`src/rtl/clock_reset_sequencer_pkg.sv`:
```
// rtl/clock_reset_sequencer_pkg.sv - state encodings shared by the sequencer and its bench
package clock_reset_sequencer_pkg;

  typedef logic [1:0] seq_state_t;

  localparam seq_state_t ST_WAIT_LOCK = 2'd0;
  localparam seq_state_t ST_HOLD      = 2'd1;
  localparam seq_state_t ST_RUN       = 2'd2;

endpackage

```
`src/rtl/clock_reset_sequencer_if.sv`:
```
// rtl/clock_reset_sequencer_if.sv - lock input and reset/enable outputs of the sequencer
interface clock_reset_sequencer_if;
  import clock_reset_sequencer_pkg::*;

  logic       pll_lock;
  logic       sys_n_reset;
  logic       enable_div2;
  logic       enable_divn;
  seq_state_t seq_state;

  modport master (
    input  pll_lock,
    output sys_n_reset,
    output enable_div2,
    output enable_divn,
    output seq_state
  );

  modport slave (
    output pll_lock,
    input  sys_n_reset,
    input  enable_div2,
    input  enable_divn,
    input  seq_state
  );

endinterface

```
`src/rtl/clock_reset_sequencer_sync_2ff.sv`:
```
// rtl/clock_reset_sequencer_sync_2ff.sv - two-flop synchroniser, resets to 0
module sync_2ff (
  input  logic clk,
  input  logic n_reset,
  input  logic d,
  output logic q
);

  logic meta;

  always_ff @(posedge clk or negedge n_reset) begin
    if (!n_reset) begin
      meta <= 1'b0;
      q    <= 1'b0;
    end else begin
      meta <= d;
      q    <= meta;
    end
  end

endmodule

```
`src/rtl/clock_reset_sequencer.sv`:
```
// rtl/clock_reset_sequencer.sv - holds system reset until PLL lock is stable, then emits div-2/div-N enables
module clock_reset_sequencer
  import clock_reset_sequencer_pkg::*;
#(
  parameter int HOLD_CYCLES = 1024,
  parameter int HOLD_W      = 11,
  parameter int DIV_N       = 6,
  parameter int DIV_W       = 3
) (
  input  logic                     clk,
  input  logic                     n_reset,
  clock_reset_sequencer_if.master  seq_if
);

  generate
    if (DIV_N < 2 || HOLD_CYCLES < 1 ||
        (1 << HOLD_W) <= HOLD_CYCLES || (1 << DIV_W) < DIV_N) begin : g_param_check
      $error("clock_reset_sequencer: illegal HOLD_CYCLES/HOLD_W/DIV_N/DIV_W");
    end
  endgenerate

  localparam logic [HOLD_W-1:0] HOLD_LAST = HOLD_W'(HOLD_CYCLES - 1);
  localparam logic [DIV_W-1:0]  DIV_LAST  = DIV_W'(DIV_N - 1);
  localparam logic [DIV_W-1:0]  DIV_PRE   = DIV_W'(DIV_N - 2);

  logic              lock_s;
  seq_state_t        state;
  seq_state_t        state_nxt;
  logic [HOLD_W-1:0] hold_cnt;
  logic [DIV_W-1:0]  div_cnt;
  logic              running;
  logic              sys_n_reset_q;
  logic              div2_q;
  logic              divn_q;

  sync_2ff u_lock_sync (
    .clk     (clk),
    .n_reset (n_reset),
    .d       (seq_if.pll_lock),
    .q       (lock_s)
  );

  // Lock loss wins over hold completion.
  always_comb begin
    state_nxt = state;
    case (state)
      ST_WAIT_LOCK: if (lock_s) state_nxt = ST_HOLD;
      ST_HOLD: begin
        if (!lock_s)                    state_nxt = ST_WAIT_LOCK;
        else if (hold_cnt == HOLD_LAST) state_nxt = ST_RUN;
      end
      ST_RUN:       if (!lock_s) state_nxt = ST_WAIT_LOCK;
      default:      state_nxt = ST_WAIT_LOCK;
    endcase
  end

  // Enables only advance on cycles that are already in RUN and stay there.
  assign running = (state == ST_RUN) && (state_nxt == ST_RUN);

  always_ff @(posedge clk or negedge n_reset) begin
    if (!n_reset) begin
      state <= ST_WAIT_LOCK;
    end else begin
      state <= state_nxt;
    end
  end

  always_ff @(posedge clk or negedge n_reset) begin
    if (!n_reset) begin
      hold_cnt <= '0;
    end else if (state == ST_HOLD && state_nxt == ST_HOLD) begin
      hold_cnt <= hold_cnt + HOLD_W'(1);
    end else begin
      hold_cnt <= '0;
    end
  end

  always_ff @(posedge clk or negedge n_reset) begin
    if (!n_reset) begin
      div_cnt <= '0;
    end else if (running) begin
      div_cnt <= (div_cnt == DIV_LAST) ? '0 : div_cnt + DIV_W'(1);
    end else begin
      div_cnt <= '0;
    end
  end

  // divn fires one cycle after the counter reaches DIV_N-2, i.e. on k = DIV_N-1 mod DIV_N.
  always_ff @(posedge clk or negedge n_reset) begin
    if (!n_reset) begin
      sys_n_reset_q <= 1'b0;
      div2_q        <= 1'b0;
      divn_q        <= 1'b0;
    end else begin
      sys_n_reset_q <= (state_nxt == ST_RUN);
      div2_q        <= running ? ~div2_q : 1'b0;
      divn_q        <= running && (div_cnt == DIV_PRE);
    end
  end

  assign seq_if.sys_n_reset = sys_n_reset_q;
  assign seq_if.enable_div2 = div2_q;
  assign seq_if.enable_divn = divn_q;
  assign seq_if.seq_state   = state;

endmodule

```
`src/flat_wrapper.sv`:
```
// flat-port wrapper written by rule: the top's interface ports become plain ports
module clock_reset_sequencer_flat import clock_reset_sequencer_pkg::*;
#(
  parameter int HOLD_CYCLES = 1024,
  parameter int HOLD_W      = 11,
  parameter int DIV_N       = 6,
  parameter int DIV_W       = 3
)
  (clk, n_reset, seq_if_pll_lock, seq_if_sys_n_reset, seq_if_enable_div2, seq_if_enable_divn, seq_if_seq_state);
  clock_reset_sequencer_if seq_if_i ();
  input  logic clk;
  input  logic n_reset;
  input wire logic [$bits(seq_if_i.pll_lock)-1:0] seq_if_pll_lock;
  output wire logic [$bits(seq_if_i.sys_n_reset)-1:0] seq_if_sys_n_reset;
  output wire logic [$bits(seq_if_i.enable_div2)-1:0] seq_if_enable_div2;
  output wire logic [$bits(seq_if_i.enable_divn)-1:0] seq_if_enable_divn;
  output wire logic [$bits(seq_if_i.seq_state)-1:0] seq_if_seq_state;
  assign seq_if_i.pll_lock = seq_if_pll_lock;
  assign seq_if_sys_n_reset = seq_if_i.sys_n_reset;
  assign seq_if_enable_div2 = seq_if_i.enable_div2;
  assign seq_if_enable_divn = seq_if_i.enable_divn;
  assign seq_if_seq_state = seq_if_i.seq_state;
  clock_reset_sequencer #(.HOLD_CYCLES(HOLD_CYCLES), .HOLD_W(HOLD_W), .DIV_N(DIV_N), .DIV_W(DIV_W)) u_core (.clk(clk), .n_reset(n_reset), .seq_if(seq_if_i));
endmodule
```
`config.mk`:
```
export PLATFORM = sky130hd
export DESIGN_NAME = clock_reset_sequencer_flat
export DESIGN_NICKNAME = d
export VERILOG_FILES = /design/src/rtl/clock_reset_sequencer_pkg.sv /design/src/rtl/clock_reset_sequencer_if.sv /design/src/rtl/clock_reset_sequencer_sync_2ff.sv /design/src/rtl/clock_reset_sequencer.sv /design/src/flat_wrapper.sv
export SDC_FILE = /design/constraint.sdc
export NUM_CORES = 1
export LEC_CHECK = 0
export BUFFER_PORTS_ARGS = -buffer_cell sky130_fd_sc_hd__clkbuf_2
export CAP_MARGIN = 25
export CORE_UTILIZATION = 35
export DETAILED_ROUTE_END_ITERATION = 8
export GPL_TIMING_DRIVEN = 1
export SKIP_CTS_REPAIR_TIMING = 1
export SYNTH_ARGS = -nofsm -noshare
export SYNTH_HDL_FRONTEND = slang
export SYNTH_HIERARCHICAL = 1
export SYNTH_SLANG_ARGS = --single-unit
```
`constraint.sdc`:
```
create_clock -name clk -period 2.4 [get_ports clk]
set_input_delay 0.12 -clock clk [delete_from_list [all_inputs] [get_ports clk]]
set_output_delay 0.12 -clock clk [all_outputs]
set_load 0.02 [all_outputs]
```
==> Yosys cells after proc, flatten, opt, wreduce, memory -nomap -nowiden <==
Index checks and enable logic that the tools add are counted.
{ "word_totals": {"output_inout_bits": 5, "inputBits": 3, "register_bits": 21, "word_cells": 31} }
{ "op_classes": {"n_eq_ne": 7, "n_bitwise": 1, "reduce_logical": 4, "n_mux": 9, "n_addsub": 2} }
{ "ops": {"columns": ["cell", "count"], "rows": [
  ["$add 11x1->11 const B", 1],
  ["$eq 11x10->1 const B", 1],
  ["$mux 11", 1],
  ["$mux 2", 4],
  ["$eq 3x3->1 const B", 2],
  ["$mux 3", 2],
  ["$pmux 2 s3", 1],
  ["$eq 2x1->1 const B", 2],
  ["$eq 2x2->1 const B", 2],
  ["$add 3x1->3 const B", 1],
  ["$logic_and 1x1->1", 3],
  ["$logic_not 2->1", 1],
  ["$mux 1", 1],
  ["$not 1->1", 1]
]} }

==> Logic depth before layout (Yosys ltp) <==
{ "logic_depth": {"ltp_word": 7, "mapped_depth": 4, "ltp_nobuf": 4} }

==> Modules after synthesis <==
Netlist, hierarchy kept.
{ "by_module_without_submodules": {"columns": ["mod", "n_inst", "area_per_inst_um2", "cells_per_inst"], "rows": [
  ["clock_reset_sequencer", 1, 842.1, 73],
  ["sync_2ff", 1, 50.0, 2]
]} }

==> Worst setup path before layout <==
OpenSTA, ideal clock, no wires.
{ "synth_path": {"kind": "flip-flop to flip-flop", "start": "reg u_core.hold_cnt[0]", "end": "reg u_core.hold_cnt[8]", "arrival_ns": 1.376, "n_path_buf": 0, "synth_period_minus_slack_ns": 1.455, "path_slack_ns": 0.945, "setup_ns": 0.079, "path_stages_with_launch": 5, "path_cell_list": "dfrtp_1 -> ha_1 -> nand3_2 -> or4_1 -> a21oi_1"} }
{ "synth_via": {"elab_chain_cells": 7, "word_cells_on_any_way": 8} }
{ "synth_rtl": {"columns": ["item", "line_no", "source"], "rows": [
  ["start: declaration", "clock_reset_sequencer.sv:29", "logic [HOLD_W-1:0] hold_cnt;"],
  ["start signal: assignment", "clock_reset_sequencer.sv:72", "hold_cnt <= hold_cnt + HOLD_W'(1);"],
  ["$eq 11x10->1", "clock_reset_sequencer.sv:50", "else if (hold_cnt == HOLD_LAST) state_nxt = ST_RUN;"],
  ["$mux 2", "clock_reset_sequencer.sv:50", null],
  ["$mux 2", "clock_reset_sequencer.sv:49", "if (!lock_s) state_nxt = ST_WAIT_LOCK;"],
  ["$pmux 2 s3", "clock_reset_sequencer.sv:46", "case (state)"],
  ["$eq 2x1->1", "clock_reset_sequencer.sv:71", "end else if (state == ST_HOLD && state_nxt == ST_HOLD) begin"],
  ["$logic_and 1x1->1", "clock_reset_sequencer.sv:71", null],
  ["$mux 11 (*)", "clock_reset_sequencer.sv:71", null]
]} }
Mark *: on every way between the ends. The rest lies on a longest branch, timed or not.

==> Final worst setup path <==
{ "layout_path": {"start": "reg u_core.hold_cnt[0]", "end": "reg u_core.state[1], in the netlist u_core/seq_if.seq_state[1]"} }
{ "layout_via": {"elab_chain_cells": 4} }
{ "layout_rtl": {"columns": ["item", "line_no", "source"], "rows": [
  ["$eq 11x10->1", "clock_reset_sequencer.sv:50", null],
  ["$mux 2", "clock_reset_sequencer.sv:50", null],
  ["$mux 2", "clock_reset_sequencer.sv:49", null],
  ["$pmux 2 s3", "clock_reset_sequencer.sv:46", null],
  ["net u_core.state_nxt[1]", "clock_reset_sequencer.sv:28", "seq_state_t state_nxt;"],
  ["end signal: assignment", "clock_reset_sequencer.sv:64", "state <= state_nxt;"],
  ["end: declaration", "clock_reset_sequencer.sv:27", "seq_state_t state;"]
]} }
The timed path passes the listed nets, and every way through them passes these cells.

==> impl_metrics.env <==
export IMPL_status="complete, no violations"
export IMPL_yosys_area_top_type="dfrtp_1"
export IMPL_power_leakage_nw=0.411
export IMPL_critPathArrivalTime_ps=1810
export IMPL_synth_top_area_share=0.589
export IMPL_clock_skew_final_ps=2.53
export IMPL_grt_pass1_wl_um=2570
export IMPL_clk_pin_slew_ps=110
export IMPL_synthMuxAreaShare=0
export IMPL_fin_crit_ps=1610
export IMPL_synthArstFlopShare=1.00
export IMPL_routed_wl_um=1450
export IMPL_reg2reg_from="u_core/hold_cnt[0]$_DFF_PN0_"
export IMPL_hold_violations=0
export IMPL_yosysUniqueCellTypes=24
export IMPL_cp_top_family="simple AND/OR/NAND/NOR gates"
export IMPL_fp_dieH_um=52.5
export IMPL_required_ps=2600
export IMPL_post_route_util=0.438
export IMPL_worst_setup_path_start_kind="register"
export IMPL_syn_area_um2=892
export IMPL_reg2regPathDepth=4
export IMPL_clk_latency_ps=300
export IMPL_synth_edf_count=0
export IMPL_port_buffers=7
export IMPL_synth_top_family_by_area="simple AND/OR/NAND/NOR gates"
export IMPL_via_per_inst=5.23
export IMPL_slew_headroom=0.633
export IMPL_synthFlopType="dfrtp_1"
export IMPL_crit_slowest_cell="or3_1"
export IMPL_final_nets=92
export IMPL_pwr_share_clk=0.304
export IMPL_synthSimpleGateAreaFrac=0.226
export IMPL_die_w_um=52.5
export IMPL_drc=0
export IMPL_wl_per_cell_um=12.6
export IMPL_core_um2=2300
export IMPL_p_per_area_nw_per_um2=544
export IMPL_postSynthCellCount=75
export IMPL_p_int_mw=0.426
export IMPL_cts_tree="built"
export IMPL_synth_common_cells="dfrtp_1 (21), o31ai_1 (5)"
export IMPL_ant_nets=0
export IMPL_seq_power_share=0.661
export IMPL_fin_crit_sh=0.671
export IMPL_synth_most_common_cell="dfrtp_1"
export IMPL_hold_class="input pin to async pin"
export IMPL_yosysSeqAreaShare=0.589
export IMPL_setup_violations=0
export IMPL_numCtsBuffers=3
export IMPL_cp_max_fo=7
export IMPL_reg2reg_slack_ps=790
export IMPL_synth_warnings=6
export IMPL_maxCapViolCount=0
export IMPL_rsz0062_at_grt="no"
export IMPL_setup_tns_ps=0
export IMPL_slew_viol_final=0
export IMPL_ir_worst_vdd_mv=0.284
export IMPL_netlist_top_cells_area="dfrtp_1 (59%), o31ai_1 (4.2%), a211oi_2 (2.8%)"
export IMPL_dp_hpwl_um=988
export IMPL_htree_num_levels=1
export IMPL_r2r_end="u_core/seq_if.seq_state[1]$_DFF_PN0_"
export IMPL_dp_slack_ps=786
export IMPL_endpoint_kind="register"
export IMPL_fp_dieArea_um2=2750
export IMPL_setup_ws_ps=789
export IMPL_combinationalPowerShare=0.035
export IMPL_critPathMaxStageDelay_ps=460
export IMPL_yosys_register_bits=21
export IMPL_antenna_cells=0
export IMPL_areaGrowthSynthToFinish_pct=12.8
export IMPL_synth_nets=79
export IMPL_power_switching_share=0.221
export IMPL_grt_start_max_net_pins=22
export IMPL_crit_type="register to register"
export IMPL_clock_path_buffers=2
export IMPL_synth_compound_area_share=0.121
export IMPL_drt_initial_drc_count=7
export IMPL_cts_sinks=21
export IMPL_first_global_vias=587
export IMPL_max_clock_freq_mhz=621
export IMPL_first_pass_iters=3
export IMPL_initial_core_util=0.388
export IMPL_grt_overflow=0
export IMPL_track_usage=0.130
export IMPL_synthXorXnorAreaFrac=0.0295
export IMPL_place_congestion=0.790
export IMPL_p_sw_mw=0.121
export IMPL_rows=17
export IMPL_worst_slew_pin_slew_ps=548
export IMPL_synth_fa_ha_area_frac=0.0140
export IMPL_synth_avg_cell_area_um2=11.9
export IMPL_vias=602
export IMPL_antenna_found_initial=0
export IMPL_layout_drive_gt1_share=0.184
export IMPL_path_buf_inv=0
export IMPL_crit_chain="ha_1, nand3_2, or3_1, o31ai_1"
export IMPL_root_buffer="clkbuf_4"
export IMPL_num_io_pins=8
## layer usage
metal	global-route usage	vias up	share of wire
met5	0	-	0
met4	0.0789	0	0.0069
met3	0.0174	2	0.023
met2	0.200	6	0.47
met1	0.171	291	0.50
li1	-	303	-
## worst max-delay path by stage
stage / start / to / cells after the start
2_1_floorplan: u_core/hold_cnt[0]$_DFF_PN0_ / u_core/hold_cnt[8]$_DFF_PN0_ / 4
3_3_place_gp: u_core/hold_cnt[0]$_DFF_PN0_ / u_core/seq_if.seq_state[0]$_DFF_PN0_ / 4
3_5_place_dp: u_core/hold_cnt[0]$_DFF_PN0_ / u_core/seq_if.seq_state[0]$_DFF_PN0_ / 4
4_1_cts: u_core/hold_cnt[0]$_DFF_PN0_ / u_core/seq_if.seq_state[0]$_DFF_PN0_ / 4
5_1_grt: u_core/hold_cnt[0]$_DFF_PN0_ / u_core/seq_if.seq_state[0]$_DFF_PN0_ / 4
6_report: u_core/hold_cnt[0]$_DFF_PN0_ / u_core/seq_if.seq_state[1]$_DFF_PN0_ / 4
## stage by stage
step | hold slack (ps) | power [mW] | instance area, um2 | cells
floorplan | -176 | 0.375 | 892 | 75
global placement | 112 | 0.385 | 958 | 109
detailed placement | 113 | 0.386 | 958 | 109
CTS | -231 | 0.559 | 986 | 113
global route | 343 | 0.576 | 1010 | 115
finish | 308 | 0.547 | 1010 | 115
## final cells by class
cell class / count / area (um2)
repair buffers: 9 / 55.1
flip-flops and latches: 21 / 526
clock inverters: 1 / 5.00
well taps: 28 / 35.0
multi-input cells: 49 / 348
fillers: 219 / 1290
inverters: 4 / 15.0
clock buffers: 3 / 22.5
## worst reg2reg max path: stages (launching register included)
cell     delay (ps)
dfrtp_1         420
ha_1            210
nand3_2         170
or3_1           460
o31ai_1         260
## registers in the layout, summed over array words and instances (netlist names)
signal and count:
u_core/hold_cnt 11, u_core/div_cnt 3, u_core/seq_if.seq_state 2, u_core/seq_if.enable_div2 1, u_core/seq_if.enable_divn 1, u_core/seq_if.sys_n_reset 1, u_core/u_lock_sync/meta 1, u_core/u_lock_sync/q 1
## power groups by stage
stage	combinational (mW)	clock [mW]	sequential, mW
finish	0.0193	0.166	0.361
global route	0.0225	0.191	0.362
CTS	0.0175	0.180	0.361
detailed placement	0.0176	0	0.368
global placement	0.0174	0	0.368
floorplan	0.00628	0	0.369
## cell usage in the layout (no fill, tap or decap), drive strengths merged
master	n
or4	3
nand3b	3
xnor2	2
nor3	3
clkinv	1
nor3b	3
nand3	2
dfrtp	21
clkbuf	10
a211oi	4
nand4	3
o21ai	2
o31ai	5
nand2	4
or3	3
xor2	1
nor2	4
a21oi	4
dlygate4sd3	2
ha	1
inv	4
nor4	1
nor4b	1
## kinds of logic after synthesis
kind of cell / Yosys count
buf+inv: 5
flops: 21
compound gates: 15
fa+ha+maj: 1
xor+xnor: 3
simple gates: 30
Note: power is estimated with default switching activity, not from simulation.
